### src/rtl/oflow_score_board.sv
// oflow_score_board: per-frame candidate store between the PE array and the
// conflict-resolution (CR) stage.
//
// Frame flow: IDLE -(start_load)-> LOAD -(load_done)-> CR -(done_cr)-> DONE -> IDLE
//
// Ports
//   clk, reset                   clock, async active-high reset
//   start_load                   open a frame (honoured in IDLE only)
//   wr_valid / wr_ready          entry write strobe / accepted (high in LOAD)
//   wr_pe, wr_row                entry address
//   wr_score_best, wr_id_best    best candidate
//   wr_score_fb, wr_id_fb,
//   wr_fb_valid                  fallback candidate + valid
//   load_done                    PEs finished writing
//   start_cr                     one-cycle pulse on the first CR cycle
//   done_cr                      resolver finished
//   frame_done                   one-cycle pulse in DONE
//   pe_sel, row_sel              combinational read address
//   score_to_cr, id_to_cr        read data (all-ones / 0 for an invalid pick)
//   pe_to_change, row_to_change,
//   data_to_score_board,
//   write_to_pointer             best/fallback pointer write port (CR only)
//   valid_count                  number of valid entries (saturating)
//   overwrite_err                sticky: a valid entry was rewritten in LOAD
//
// Build option: OFLOW_SCORE_BOARD_FALLBACK_EN builds the fallback storage and
// the pointer. Without it the fallback inputs and pointer port are ignored
// and reads always return the best candidate.
module oflow_score_board #(
  parameter int NUM_PE    = 8,
  parameter int ROWS      = 16,
  parameter int SCORE_LEN = 16,
  parameter int ID_LEN    = 12,
  localparam int PE_LEN   = $clog2(NUM_PE),
  localparam int ROW_LEN  = $clog2(ROWS),
  localparam int CNT_LEN  = $clog2(NUM_PE*ROWS) + 1
) (
  input  logic                 clk,
  input  logic                 reset,
  input  logic                 start_load,
  input  logic                 wr_valid,
  output logic                 wr_ready,
  input  logic [PE_LEN-1:0]    wr_pe,
  input  logic [ROW_LEN-1:0]   wr_row,
  input  logic [SCORE_LEN-1:0] wr_score_best,
  input  logic [ID_LEN-1:0]    wr_id_best,
  input  logic [SCORE_LEN-1:0] wr_score_fb,
  input  logic [ID_LEN-1:0]    wr_id_fb,
  input  logic                 wr_fb_valid,
  input  logic                 load_done,
  output logic                 start_cr,
  input  logic                 done_cr,
  output logic                 frame_done,
  input  logic [PE_LEN-1:0]    pe_sel,
  input  logic [ROW_LEN-1:0]   row_sel,
  output logic [SCORE_LEN-1:0] score_to_cr,
  output logic [ID_LEN-1:0]    id_to_cr,
  input  logic [PE_LEN-1:0]    pe_to_change,
  input  logic [ROW_LEN-1:0]   row_to_change,
  input  logic                 data_to_score_board,
  input  logic                 write_to_pointer,
  output logic [CNT_LEN-1:0]   valid_count,
  output logic                 overwrite_err
);

  localparam logic [1:0] IDLE = 2'd0;
  localparam logic [1:0] LOAD = 2'd1;
  localparam logic [1:0] CR   = 2'd2;
  localparam logic [1:0] DONE = 2'd3;

  localparam logic [CNT_LEN-1:0] MAX_CNT = CNT_LEN'(NUM_PE*ROWS);

  logic [1:0] state;

  // flop-based entry storage, [pe][row]
  logic [NUM_PE-1:0][ROWS-1:0]                valid_best;
  logic [NUM_PE-1:0][ROWS-1:0][SCORE_LEN-1:0] score_best;
  logic [NUM_PE-1:0][ROWS-1:0][ID_LEN-1:0]    id_best;
`ifdef OFLOW_SCORE_BOARD_FALLBACK_EN
  logic [NUM_PE-1:0][ROWS-1:0]                valid_fb;
  logic [NUM_PE-1:0][ROWS-1:0]                ptr;
  logic [NUM_PE-1:0][ROWS-1:0][SCORE_LEN-1:0] score_fb;
  logic [NUM_PE-1:0][ROWS-1:0][ID_LEN-1:0]    id_fb;
`else
  logic unused_fb;
  assign unused_fb = ^{wr_score_fb, wr_id_fb, wr_fb_valid, pe_to_change,
                       row_to_change, data_to_score_board, write_to_pointer};
`endif

  assign wr_ready   = (state == LOAD);
  assign frame_done = (state == DONE);

  // control state, valid flags, pointer, counters
  always_ff @(posedge clk or posedge reset) begin
    if (reset) begin
      state         <= IDLE;
      valid_best    <= '0;
      valid_count   <= '0;
      overwrite_err <= 1'b0;
      start_cr      <= 1'b0;
`ifdef OFLOW_SCORE_BOARD_FALLBACK_EN
      valid_fb      <= '0;
      ptr           <= '0;
`endif
    end else begin
      start_cr <= (state == LOAD) && load_done;
      case (state)
        IDLE: if (start_load) begin
          valid_best    <= '0;
          valid_count   <= '0;
          overwrite_err <= 1'b0;
`ifdef OFLOW_SCORE_BOARD_FALLBACK_EN
          valid_fb      <= '0;
          ptr           <= '0;
`endif
          state         <= LOAD;
        end
        LOAD: begin
          // a write coinciding with load_done is still taken
          if (wr_valid) begin
            valid_best[wr_pe][wr_row] <= 1'b1;
            if (valid_best[wr_pe][wr_row])
              overwrite_err <= 1'b1;
            else if (valid_count != MAX_CNT)
              valid_count <= valid_count + 1'b1;
`ifdef OFLOW_SCORE_BOARD_FALLBACK_EN
            valid_fb[wr_pe][wr_row] <= wr_fb_valid;
            ptr[wr_pe][wr_row]      <= 1'b0;
`endif
          end
          if (load_done) state <= CR;
        end
        CR: begin
`ifdef OFLOW_SCORE_BOARD_FALLBACK_EN
          // never point at a missing candidate
          if (write_to_pointer && valid_best[pe_to_change][row_to_change] &&
              (!data_to_score_board || valid_fb[pe_to_change][row_to_change]))
            ptr[pe_to_change][row_to_change] <= data_to_score_board;
`endif
          if (done_cr) state <= DONE;
        end
        default: state <= IDLE;  // DONE
      endcase
    end
  end

  // candidate payload; qualified by the valid flags so no reset needed
  always_ff @(posedge clk) begin
    if (state == LOAD && wr_valid) begin
      score_best[wr_pe][wr_row] <= wr_score_best;
      id_best[wr_pe][wr_row]    <= wr_id_best;
`ifdef OFLOW_SCORE_BOARD_FALLBACK_EN
      score_fb[wr_pe][wr_row]   <= wr_score_fb;
      id_fb[wr_pe][wr_row]      <= wr_id_fb;
`endif
    end
  end

  // combinational read; a same-cycle pointer write is seen next cycle
  always_comb begin
    score_to_cr = '1;
    id_to_cr    = '0;
`ifdef OFLOW_SCORE_BOARD_FALLBACK_EN
    if (ptr[pe_sel][row_sel]) begin
      if (valid_fb[pe_sel][row_sel]) begin
        score_to_cr = score_fb[pe_sel][row_sel];
        id_to_cr    = id_fb[pe_sel][row_sel];
      end
    end else
`endif
    if (valid_best[pe_sel][row_sel]) begin
      score_to_cr = score_best[pe_sel][row_sel];
      id_to_cr    = id_best[pe_sel][row_sel];
    end
  end

endmodule
### config.mk
export PLATFORM = sky130hd
export DESIGN_NAME = oflow_score_board
export DESIGN_NICKNAME = d
export VERILOG_FILES = /design/src/rtl/oflow_score_board.sv
export SDC_FILE = /design/constraint.sdc
export NUM_CORES = 2
export LEC_CHECK = 0
export ABC_AREA = 1
export CAP_MARGIN = 20
export CORE_ASPECT_RATIO = 0.5
export CORE_MARGIN = 10
export CORE_UTILIZATION = 40
export DETAILED_ROUTE_END_ITERATION = 10
export PLACE_DENSITY = 0.62
export RECOVER_POWER = 50
export SLEW_MARGIN = 20
export SYNTH_ARGS = -nofsm -noshare
export SYNTH_HDL_FRONTEND = slang
export SYNTH_SLANG_ARGS = --single-unit
### constraint.sdc
create_clock -name clk -period 4.6 [get_ports clk]
set_input_delay 0.46 -clock clk [delete_from_list [all_inputs] [get_ports clk]]
set_output_delay 0.46 -clock clk [all_outputs]
set_load 0.005 [all_outputs]
==> impl_metrics.tcl <==
set metrics [dict create \
    status "complete, but fails checks" \
    violations "max-capacitance violations, max-slew violations" \
    synth_area_sq_um 150000 \
    synth_ff_type "edfxtp_1" \
    end_kind "primary output" \
    critical_path_peak_fanout 37 \
    hold_end "start_cr" \
    arrival_ps 4080 \
    ctsResizeCount 0 \
    switching_share_pct 24.3 \
    power.density_nw_per_um2 420 \
    core_area_sq_um 372000 \
    pwr-share-seq_pct 52.2 \
    dp_hpwl_mm 263 \
    grt_usage_pct 21.9 \
    place_congestion 0.880 \
    worst_pin_slew_ps 5240 \
    cts_root_buf "clkbuf_16" \
    combPwrFrac_pct 8.5 \
    antenna_found_initial 20 \
    hold_viol 0 \
    hold_start "load_done" \
    wl_per_cell_um 26.1 \
    avgSynthCellArea_sq_um 12.3 \
    syn-instance-count 12200 \
    areaGrowthSynthToFinish_pct 13.4 \
    cts_sinks 3724 \
    synth_cell_types 32 \
    yosysWarnings 0 \
    cp.required_ps 4140 \
    synth-edff-count 3584 \
    whs_path_depth 3 \
    synth.area.top_cells "edfxtp_1, o21ai_0, nor2_1" \
    irDropWorstVdd_uv 443 \
    die_area_sq_um 402000 \
    hold_path.class "input port to flip-flop" \
    clk_pin_slew_ps 70 \
    grt_pass1_vias 95400 \
    drtIter0Drc 14600 \
    vias_per_cell 5.80 \
    ioPinCount 126 \
    ys_seq_elements 3724 \
    grt_max_degree 147 \
    r2r-start "state[1]" \
    cts_buffer_depth 4 \
    htree_levels 5 \
    finalMaxSlewViolations 2674 \
    row_count 158 \
    post-route-min-period_ps 4540 \
    final_net_count 12500 \
    r2r-end "valid_best[104]" \
    p_switching_uw 17400 \
    portBuffers 87 \
    die_h_um 453 \
    cts_buffers 340 \
    fin_crit_sh_pct 98.8 \
    grt_overflow 0 \
    filler_cell_count 32700 \
    clock.fmax_mhz 220 \
    power.share.clock_pct 39.2 \
    internal_power_uw 54200 \
    rsz0062_at_grt "false" \
    synth_top_cell_area_share_pct 71.7 \
    finalSetupViolCount 0 \
    reg2reg_depth 8 \
    ant_nets 0 \
    p_leak_uw 0.0566 \
    yosysTopAreaCell "edfxtp_1" \
    skew_ps 63.5 \
    instances_no_fill 17600 \
    synthArstFlopShare_pct 3.76 \
    drc 0 \
    drive_gt1_share_pct 9.72 \
    path_class "input port to primary output" \
    first_pass_iters 7 \
    vias 102000 \
    cts_tree "yes" \
    r2r_slack_ps 980 \
    fp.dieW_um 887 \
    relSlewSlack_pct -249 \
    startpoint_type "input port" \
    drt_wl_total_mm 460 \
    initial_core_util_pct 40.3 \
    cap_viol_max_count 50 \
    synth_nets 12300 \
    final.setup.tns_ps 0 \
    worst_skew_pair.late_latency_ps 940 \
    ys_seq_area_share_pct 74.0 \
    grt_pass1_wl_mm 662 \
    dp_cells 17000 \
]
-- worst max path at each step --
stage,startpoint,endpoint,slack [ps],cells after the start
2_1_floorplan,reset,overwrite_err,390,1
3_3_place_gp,pe_sel[1],score_to_cr[14],180,15
3_5_place_dp,pe_sel[1],score_to_cr[14],200,15
4_1_cts,pe_sel[1],score_to_cr[14],190,15
5_1_grt,pe_sel[0],id_to_cr[8],90,13
6_report,pe_sel[1],id_to_cr[2],60,16
-- logic make-up (layout without fill, tap and decap cells) --
group	Yosys count	in the layout	synth area share, %
other	0	5	0
AO/OA/AOI/OAI	2996	2996	11.0
adder cells (fa/ha/maj)	6	6	0.0500
XOR/XNOR	5	5	0.0292
AND/OR/NAND/NOR	4409	4409	11.7
buffers and inverters	1084	1493	3.17
flip-flops	3724	3724	74.0
-- worst max-delay path, stage by stage --
cell             delay, ps
buf_8                  180
inv_8                  330
buf_12                 250
buf_12                 270
buf_12                 220
o21ai_0                110
o22ai_1                150
nand2_1                 70
nand2_1                 60
nand2_1                 50
nand3_1                350
nand3_1                240
nand3_1                140
nand2_1                 60
nor2_1                 370
clkdlybuf4s50_1        600
-- cells in the mapped netlist, types with 2 or more instances --
master and instances:
a21oi_1 204, a31oi_1 2, buf_1 64, buf_2 244
buf_4 64, buf_6 19, clkbuf_1 502, clkinv_1 4
dfrtp_1 140, edfxtp_1 3584, ha_1 6, inv_1 182
inv_2 4, nand2_1 1682, nand3_1 704, nand4_1 6
nor2_1 1878, nor2_2 7, nor3_1 131, o211ai_1 14
o21ai_0 1792, o21ai_1 91, o21bai_1 2, o221ai_1 151
o22ai_1 737, xnor2_1 3, xor2_1 2
-- what timing repair did --
action | 4_1_cts | 5_1_grt
buffers inserted | 0 | 0
hold buffers | 1 | 0
hold endpoints to repair | 8 | 0
-- state kept, by name, indices dropped and copies added, names as in the netlist --
signal,flops
score_best,2048
id_best,1536
state,2
overwrite_err,1
valid_best,128
start_cr,1
valid_count,8
-- stage by stage --
stage	power (uW)	util (%)	hold slack (ps)	area [sq um]	setup WS [ps]
floorplan	41200	-	463	150000	387
global placement	44000	43.0	484	160000	184
detailed placement	44100	43.0	498	160000	197
CTS	71700	45.8	9.11	171000	192
global route	73600	45.8	118	170000	85.7
finish	71600	45.8	133	170000	55.2
-- per-layer routing --
metal	vias to the layer above	wire length (um)	share of wire [%]	GRT usage (%)
met3	834	51400	11	5.06
met1	51100	187000	41	30.7
li1	44900	-	-	-
met5	-	27	0.0059	0
met4	4	18400	4.0	7.85
met2	5285	203000	44	33.4
-- power groups by stage --
stage / clock, uW / sequential, uW / combinational (uW)
floorplan: 0 / 38100 / 3090
global placement: 0 / 38100 / 5940
detailed placement: 0 / 38100 / 6020
CTS: 28300 / 37300 / 6040
global route: 29700 / 37400 / 6530
finish: 28100 / 37400 / 6120
-- layout make-up --
| class | instances | area (sq um) | area share [%] |
|---|---|---|---|
| inverters | 191 | 761 | 0.447 |
| multi-input cells | 7416 | 34900 | 20.5 |
| repair buffers | 699 | 6610 | 3.88 |
| well taps | 4960 | 6210 | 3.64 |
| diodes | 5 | 12.5 | 0.00735 |
| clock inverters | 195 | 1740 | 1.02 |
| flip-flops and latches | 3724 | 111000 | 65.2 |
| clock buffers | 408 | 8920 | 5.24 |
-- cell usage in the layout (no fill, tap or decap), types with 3 or more instances in the layout --
master / count
nand4_1: 6
edfxtp_1: 3584
ha_1: 6
diode_2: 5
xnor2_1: 3
buf_4: 446
clkbuf_2: 29
buf_12: 115
clkinv_8: 4
dlygate4sd3_1: 12
clkinvlp_4: 11
o21ai_0: 1792
nor3_2: 126
o221ai_1: 151
bufinv_16: 28
clkbuf_8: 5
clkinv_4: 4
nand2_1: 1681
clkinv_1: 77
a21oi_1: 203
nand3_1: 704
inv_16: 3
o22ai_1: 737
inv_1: 169
inv_6: 11
buf_8: 3
inv_2: 11
clkbuf_16: 345
o211ai_1: 14
dfrtp_1: 140
o21ai_1: 91
nor2_2: 9
nor3_1: 5
clkdlybuf4s50_1: 41
clkinv_2: 63
nor2_1: 1875
inv_8: 3
clkbuf_1: 105
Power figures use the tool's default switching activity.
